==> src/rtl/spi_master.sv <==
// Mode-0 SPI master: sends one 40-bit frame {Addr, Wr_Data} and captures a 32-bit reply.
// Define SPI_MASTER_MISO_SYNC_EN to pass SPI_MISO through a two-flop synchronizer.
module spi_master #(
  parameter int HALF_PERIOD = 4,
  parameter int CS_GAP      = 4
) (
  input  logic        Clk,
  input  logic        Reset,
  input  logic        Start,
  input  logic [7:0]  Addr,
  input  logic [31:0] Wr_Data,
  output logic [31:0] Rd_Data,
  output logic        Busy,
  output logic        Done,
  output logic        SPI_CLK,
  output logic        SPI_CS,
  output logic        SPI_MOSI,
  input  logic        SPI_MISO
);

  typedef enum logic [2:0] {IDLE, SETUP, HIGH, LOW, HOLD, GAP} state_t;

  state_t      state;
  logic [7:0]  cnt;
  logic [5:0]  bit_cnt;
  logic [39:0] shreg;
  logic [31:0] rx;
  logic        miso_bit;
  logic        sample_en;
  logic        last_hp;
  logic        last_gap;

  assign last_hp  = (cnt == 8'(HALF_PERIOD - 1));
  assign last_gap = (cnt == 8'(CS_GAP - 1));

`ifdef SPI_MASTER_MISO_SYNC_EN
  logic miso_p0, miso_p1;

  // synchronizer stages p0 -> p1; late sampling leaves room for the two-cycle delay
  always_ff @(posedge Clk or posedge Reset) begin
    if (Reset) begin
      miso_p0 <= 1'b0;
      miso_p1 <= 1'b0;
    end else begin
      miso_p0 <= SPI_MISO;
      miso_p1 <= miso_p0;
    end
  end

  assign miso_bit  = miso_p1;
  assign sample_en = (state == HIGH) && last_hp;
`else
  assign miso_bit  = SPI_MISO;
  assign sample_en = (state == HIGH) && (cnt == 8'd0);
`endif

  always_ff @(posedge Clk or posedge Reset) begin
    if (Reset) begin
      state    <= IDLE;
      cnt      <= 8'd0;
      bit_cnt  <= 6'd0;
      shreg    <= 40'd0;
      rx       <= 32'd0;
      Rd_Data  <= 32'd0;
      Busy     <= 1'b0;
      Done     <= 1'b0;
      SPI_CLK  <= 1'b0;
      SPI_CS   <= 1'b1;
      SPI_MOSI <= 1'b0;
    end else begin
      Done <= 1'b0;
      // the first 8 captured bits line up with the address byte and are dropped
      if (sample_en && bit_cnt > 6'd8)
        rx <= {rx[30:0], miso_bit};
      case (state)
        IDLE: begin
          if (Start) begin
            state    <= SETUP;
            Busy     <= 1'b1;
            SPI_CS   <= 1'b0;
            shreg    <= {Addr, Wr_Data};
            SPI_MOSI <= Addr[7];
            cnt      <= 8'd0;
            bit_cnt  <= 6'd0;
          end
        end
        SETUP: begin
          if (last_gap) begin
            state   <= HIGH;
            SPI_CLK <= 1'b1;
            cnt     <= 8'd0;
            bit_cnt <= bit_cnt + 6'd1;
          end else begin
            cnt <= cnt + 8'd1;
          end
        end
        HIGH: begin
          if (last_hp) begin
            SPI_CLK <= 1'b0;
            cnt     <= 8'd0;
            if (bit_cnt == 6'd40) begin
              state <= HOLD;
            end else begin
              state    <= LOW;
              shreg    <= {shreg[38:0], 1'b0};
              SPI_MOSI <= shreg[38];
            end
          end else begin
            cnt <= cnt + 8'd1;
          end
        end
        LOW: begin
          if (last_hp) begin
            state   <= HIGH;
            SPI_CLK <= 1'b1;
            cnt     <= 8'd0;
            bit_cnt <= bit_cnt + 6'd1;
          end else begin
            cnt <= cnt + 8'd1;
          end
        end
        HOLD: begin
          if (last_gap) begin
            state    <= GAP;
            SPI_CS   <= 1'b1;
            SPI_MOSI <= 1'b0;
            cnt      <= 8'd0;
          end else begin
            cnt <= cnt + 8'd1;
          end
        end
        GAP: begin
          if (last_gap) begin
            state   <= IDLE;
            Busy    <= 1'b0;
            Done    <= 1'b1;
            Rd_Data <= rx;
            cnt     <= 8'd0;
          end else begin
            cnt <= cnt + 8'd1;
          end
        end
        default: state <= IDLE;
      endcase
    end
  end

endmodule

==> config.mk <==
export PLATFORM = sky130hd
export DESIGN_NAME = spi_master
export DESIGN_NICKNAME = d
export VERILOG_FILES = /design/src/rtl/spi_master.sv
export SDC_FILE = /design/constraint.sdc
export NUM_CORES = 1
export LEC_CHECK = 0
export BUFFER_PORTS_ARGS = -buffer_cell sky130_fd_sc_hd__buf_4
export CAP_MARGIN = 5
export CORE_ASPECT_RATIO = 0.6
export CORE_UTILIZATION = 35
export DETAILED_ROUTE_END_ITERATION = 12
export GPL_TIMING_DRIVEN = 0
export HOLD_SLACK_MARGIN = 0.1
export SKIP_LAST_GASP = 1
export SYNTH_ARGS = -nofsm -noshare
export SYNTH_HDL_FRONTEND = slang
export SYNTH_SLANG_ARGS = --single-unit
==> constraint.sdc <==
create_clock -name Clk -period 4.3 [get_ports Clk]
set_input_delay 0 -clock Clk [delete_from_list [all_inputs] [get_ports Clk]]
set_output_delay 0 -clock Clk [all_outputs]
set_load 0.1 [all_outputs]
=== Yosys cells after proc, flatten, opt, wreduce, memory -nomap -nowiden ===
Index checks and enable logic that the tools add are counted.

* Output and inout port bits: 37
* Register bits after elaboration: 125

* Equal/unequal tests: 13
* $lt $le $gt $ge: 1
* Reductions and logical operators: 22
* Multiplexer cells: 30
* Add/sub/neg operators: 2

{| class="wikitable"
|+ Operator list
! operator !! count
|-
| $mux 39 || 3
|-
| $pmux 39 s2 || 1
|-
| $mux 3 || 6
|-
| $mux 8 || 2
|-
| $pmux 8 s2 || 1
|-
| $pmux 3 s5 || 1
|-
| $mux 6 || 2
|-
| $pmux 6 s2 || 1
|-
| $reduce_and 3->1 || 4
|-
| $reduce_bool 2->1 || 6
|-
| $ne 2x2->1 const B || 5
|-
| $reduce_and 5->1 || 2
|-
| $mux 1 || 9
|-
| $add 8x1->8 const B || 1
|-
| $eq 8x2->1 const B || 1
|-
| $logic_not 8->1 || 1
|-
| $add 6x1->6 const B || 1
|-
| $eq 3x2->1 const B || 2
|-
| $eq 3x3->1 const B || 2
|-
| $eq 6x6->1 const B || 1
|-
| $gt 6x4->1 const B || 1
|-
| $pmux 1 s2 || 3
|-
| $reduce_or 5->1 || 1
|-
| $reduce_and 2->1 || 2
|-
| 8 further kinds || 9
|}

=== Longest topological paths before layout ===
* Depth in word-level cells: 4
* Depth in mapped cells: 8

=== Least setup slack after synthesis ===
No wires, ideal clock.

* Kind: flip-flop to flip-flop
* Start: reg cnt[7]
* End: reg rx[1]
* Arrival: 1932 ps
* Stages on the path, launching flop included: 6
* Slack: 2244 ps
* Buffers on the path: 1
* Required time: 4175 ps
* Library setup time: 125 ps
* Cell sequence: dfrtp_1 nor4_4 nand2_1 nor4b_4 buf_6 mux2_2

* Cells in the longest elaborated chain, start to end: 3

{| class="wikitable"
|+ Ends and longest elaborated chain
! item !! line !! text
|-
| start, declared || 24 || <nowiki>logic [7:0] cnt;</nowiki>
|-
| start signal, assigned || 94 || <nowiki>cnt <= cnt + 8'd1;</nowiki>
|-
| start signal, assigned || 109 || <nowiki>cnt <= cnt + 8'd1;</nowiki>
|-
| start signal, assigned || 119 || <nowiki>cnt <= cnt + 8'd1;</nowiki>
|-
| $logic_not 8->1 || 54 || <nowiki>assign sample_en = (state == HIGH) && (cnt == 8'd0);</nowiki>
|-
| $logic_and 1x1->1 || 54 ||
|-
| $logic_and 1x1->1 || 73 || <nowiki>if (sample_en && bit_cnt > 6'd8)</nowiki>
|-
| end signal, assigned || 74 || <nowiki>rx <= {rx[30:0], miso_bit};</nowiki>
|-
| end, declared || 27 || <nowiki>logic [31:0] rx;</nowiki>
|}

Every way passes these cells.
A chain may end at the register's enable or synchronous reset.

=== Worst setup path after layout ===
* Start: reg cnt[0]
* End: reg Rd_Data[27]

* Cells in the longest elaborated chain, start to end: 2

{| class="wikitable"
|+ Ends and longest elaborated chain
! item !! line !! text
|-
| $eq 8x2->1 || 34 || <nowiki>assign last_gap = (cnt == 8'(CS_GAP - 1));</nowiki>
|-
| $reduce_and 2->1 (no source line) || - ||
|-
| end signal, assigned || 137 || <nowiki>Rd_Data <= rx;</nowiki>
|-
| end, declared || 12 || <nowiki>output logic [31:0] Rd_Data,</nowiki>
|}

Every way passes these cells.

==> reports/metrics.yaml <==
run_status:
  run_status: "completed"
power_and_ir_drop:
  irDropWorstVdd_uv: 320.2
  static-leakage-power_nw: 3.361
  power_density_nw_per_um2: 542.8
critical_path:
  critical_path_class: "reg2reg"
  worst-path-max-fanout: 10
  cp_data_required_time_ns: 4.58
  timing.critical_path.to_type: "register"
  worst_case_reg_to_reg_path_depth: 6
  r2r_path_end: "Rd_Data[27]"
  startpoint_type: "register"
  r2r_slack_ns: 1.89
  r2r-start: "cnt[0]"
  cp.arrival_ns: 2.69
synthesis:
  yosys.area.top_type_share_pct: 57.16
  cells_after_synthesis: 411
  synth.top_cells.by_area: "sky130_fd_sc_hd__dfrtp_1 (57%), sky130_fd_sc_hd__mux2_2 (13%), sky130_fd_sc_hd__o221a_2 (7.7%)"
  synth.cell_area_um2: 5429
  synthesis.nets: 459
  ys_seq_area_share_pct: 57.64
  synth_top_cell_by_area: "sky130_fd_sc_hd__dfrtp_1"
  synth-edff-count: 0
  synth.lib_cells_used.distinct: 48
  asr_flop_ratio_synth_pct: 100.0
  mean_cell_area_of_the_mapped_netlist_um2: 13.21
  synth_top_flop_cell: "sky130_fd_sc_hd__dfrtp_1"
  ys_warn_count: 0
  synthMostInstantiatedCell: "sky130_fd_sc_hd__dfrtp_1"
  ys_top_cells_by_count: "sky130_fd_sc_hd__dfrtp_1 (124), sky130_fd_sc_hd__mux2_2 (63), sky130_fd_sc_hd__or3_1 (42), sky130_fd_sc_hd__o221a_2 (37), sky130_fd_sc_hd__nand2_1 (15)"
  synth-seq-cells: 125
floorplanning:
  core_um2: 14800
  core.rowCount: 34
  start_util_pct: 36.67
  vertical_die_dimension_um: 98.47
  io_pins: 81
  die_width_um: 162.8
  floorplan.die_area_um2: 16030
sta:
  fin_worst_skew_ns: 0.01042
  worst_pin_slew_ns: 0.5856
  timing.final.setup_violations: 0
  grt_setup_unrepaired: "no"
  hold_violations: 0
  fin_ws_ns: 1.888
  fmax_ghz: 0.4146
  slew-limit-headroom_pct: 60.54
  timing.final.max_slew_violations: 0
  timing.final.crit_period_ns: 2.412
  finalCritPeriodShare_pct: 56.09
  accumulated_negative_setup_slack_ns: 0
min_path:
  worst_hold_path_type: "in2async"
grt:
  grt_overflow_total: 0
  maximum_number_of_pins_on_one_net_before_global_route_repair: 67
  first_global_vias: 4058
  grt_first_pass_wirelength_mm: 20.62
  grtUsageTotal_pct: 16.33
  grt_antenna_before_repair: 0
clock_network:
  cts_root_buf: "sky130_fd_sc_hd__clkbuf_16"
  clock_tree.htree_level_count: 4
  clk-insertion-delay-late_ns: 0.41
  tritoncts.num_buffers: 17
  cts_buffer_depth: 2
  cts_tree: "yes"
  clock_transition_at_the_register_clock_pins_on_the_worst_setup_and_hold_paths_after_cts_ns: 0.06
  sink_count_of_the_clock_tree: 125
  post_cts_resized: 0
layout:
  layout-area-overhead-vs-synth_pct: 34.69
  final_layout_size_suffix_gt1_share_pct: 41.34
  final_cells: 764
  antenna-diode-count: 0
  finalNetCount: 602
  fraction_of_the_core_area_covered_by_cells_at_the_end_of_the_flow_pct: 49.39
  finalInstanceArea_um2: 7312
placed_design:
  dp.final_hpwl_mm: 8.086
  placement.io_buffers: 80
  standard_cell_area_after_detailed_placement_um2: 6310
  place_congestion: 0.8391
  dp_worst_setup_slack_ns: 1.891
  placedCellCount: 690
routing:
  route.detailed.wl_per_inst_um: 15.64
  route.antenna.remaining_nets: 0
  drt-vias-per-instance: 5.094
  detail_route.iter0.violations: 342
  drc: 0
  detailroute.via_count: 3892
  totalWireLength_mm: 11.95
  drt_pre_antenna_iters: 5
job:
  timing.max_cap.violations: 0
==> cells in the final DEF (no fill, tap or decap), types with 2 or more instances in the layout <==
| cell | synthesis | layout |
|---|---|---|
| sky130_fd_sc_hd__a211oi_1 | 2 | 2 |
| sky130_fd_sc_hd__a21o_1 | 3 | 3 |
| sky130_fd_sc_hd__a21oi_1 | 7 | 7 |
| sky130_fd_sc_hd__a22o_1 | 3 | 3 |
| sky130_fd_sc_hd__a22oi_1 | 2 | 2 |
| sky130_fd_sc_hd__a31oi_1 | 3 | 3 |
| sky130_fd_sc_hd__and3_1 | 2 | 2 |
| sky130_fd_sc_hd__buf_2 | 5 | 5 |
| sky130_fd_sc_hd__buf_4 | 2 | 82 |
| sky130_fd_sc_hd__buf_6 | 6 | 6 |
| sky130_fd_sc_hd__bufinv_16 | 0 | 2 |
| sky130_fd_sc_hd__clkbuf_1 | 14 | 14 |
| sky130_fd_sc_hd__clkbuf_16 | 0 | 17 |
| sky130_fd_sc_hd__clkinv_2 | 0 | 4 |
| sky130_fd_sc_hd__clkinv_4 | 0 | 4 |
| sky130_fd_sc_hd__clkinvlp_4 | 0 | 3 |
| sky130_fd_sc_hd__dfrtp_1 | 124 | 124 |
| sky130_fd_sc_hd__dlygate4sd3_1 | 0 | 43 |
| sky130_fd_sc_hd__ha_1 | 4 | 4 |
| sky130_fd_sc_hd__inv_1 | 8 | 7 |
| sky130_fd_sc_hd__inv_6 | 0 | 2 |
| sky130_fd_sc_hd__mux2_1 | 3 | 3 |
| sky130_fd_sc_hd__mux2_2 | 63 | 63 |
| sky130_fd_sc_hd__nand2_1 | 15 | 15 |
| sky130_fd_sc_hd__nand2b_1 | 3 | 3 |
| sky130_fd_sc_hd__nand3_1 | 12 | 12 |
| sky130_fd_sc_hd__nor2_1 | 7 | 7 |
| sky130_fd_sc_hd__nor2b_1 | 2 | 2 |
| sky130_fd_sc_hd__nor3_1 | 3 | 3 |
| sky130_fd_sc_hd__o21a_1 | 2 | 2 |
| sky130_fd_sc_hd__o21ai_0 | 13 | 13 |
| sky130_fd_sc_hd__o221a_2 | 37 | 37 |
| sky130_fd_sc_hd__o31ai_1 | 3 | 3 |
| sky130_fd_sc_hd__or3_1 | 42 | 42 |
==> final cells by class <==
class / instances / area [um^2]
Clock buffer: 17 / 425.4
Clock inverter: 14 / 146.4
Tap cell: 198 / 247.7
Fill cell: 1306 / 7492
Multi-Input combinational cell: 251 / 2110
Buffer: 27 / 160.2
Sequential cell: 125 / 3129
Timing Repair Buffer: 124 / 1059
Inverter: 8 / 35.03
==> report_power, final <==
group	total (mW)	internal (mW)	switching [mW]
combinational	0.933	0.445	0.488
clock	1.37	0.849	0.521
sequential	1.67	1.45	0.220
total	3.97	2.74	1.23
==> how the worst max path moves through the flow <==
stage	cells after the start	end	slack, ns	start
floorplan	1	Busy	0.97	Reset
global placement	2	Rd_Data[5]	-0.37	Reset
detailed placement	6	Rd_Data[30]	1.89	cnt[0]
CTS	6	Rd_Data[27]	1.86	cnt[0]
global route	6	Rd_Data[27]	1.65	cnt[0]
finish	6	Rd_Data[27]	1.89	cnt[0]
==> metrics by stage <==
stage / hold slack, ns / total power, mW
after detailed placement: 0.1192 / 2.571
after CTS: 0.2419 / 3.993
after global placement: 0.2283 / 2.533
final: 0.2132 / 3.969
after floorplan: 0.1347 / 2.318
after global routing: 0.2840 / 4.213
==> cell families (layout without fill, tap and decap cells) <==
group | Yosys count | in the layout | synth area share [%]
XOR/XNOR | 2 | 2 | 0.3227
flip-flops | 125 | 125 | 57.64
adder cells (fa/ha/maj) | 4 | 4 | 0.9219
buffers and inverters | 35 | 190 | 3.503
multiplexers | 66 | 66 | 13.69
AO/OA/AOI/OAI | 80 | 80 | 12.86
AND/OR/NAND/NOR | 99 | 99 | 11.06
==> timing repair <==
item	CTS	global route
endpoints found under the hold margin	105	0
setup buffers	0	0
hold buffers	43	0
==> routing by layer <==
layer / up-vias / share of wire, % / wire length [um] / track usage (%)
met5: - / 0 / 0 / 0
met1: 1968 / 50 / 5971 / 23.25
met3: 7 / 3.7 / 442 / 3.577
met4: 0 / 0.79 / 94 / 5.176
li1: 1846 / - / - / -
met2: 71 / 46 / 5437 / 24.81
==> state kept, by name, indices dropped and copies added, names as in the netlist, 3 cells and up <==
name     count
cnt          8
Rd_Data     32
bit_cnt      6
rx          32
shreg       39
state        3
==> critical path: stages (launching register included) <==
cell and delay, ns:
sky130_fd_sc_hd__dfrtp_1 0.40, sky130_fd_sc_hd__ha_1 0.22, sky130_fd_sc_hd__nor3b_2 0.42, sky130_fd_sc_hd__and2_0 0.35, sky130_fd_sc_hd__nand3_2 0.28, sky130_fd_sc_hd__buf_2 0.30
sky130_fd_sc_hd__mux2_2 0.30
No activity file was read; power rests on OpenSTA's default activity.
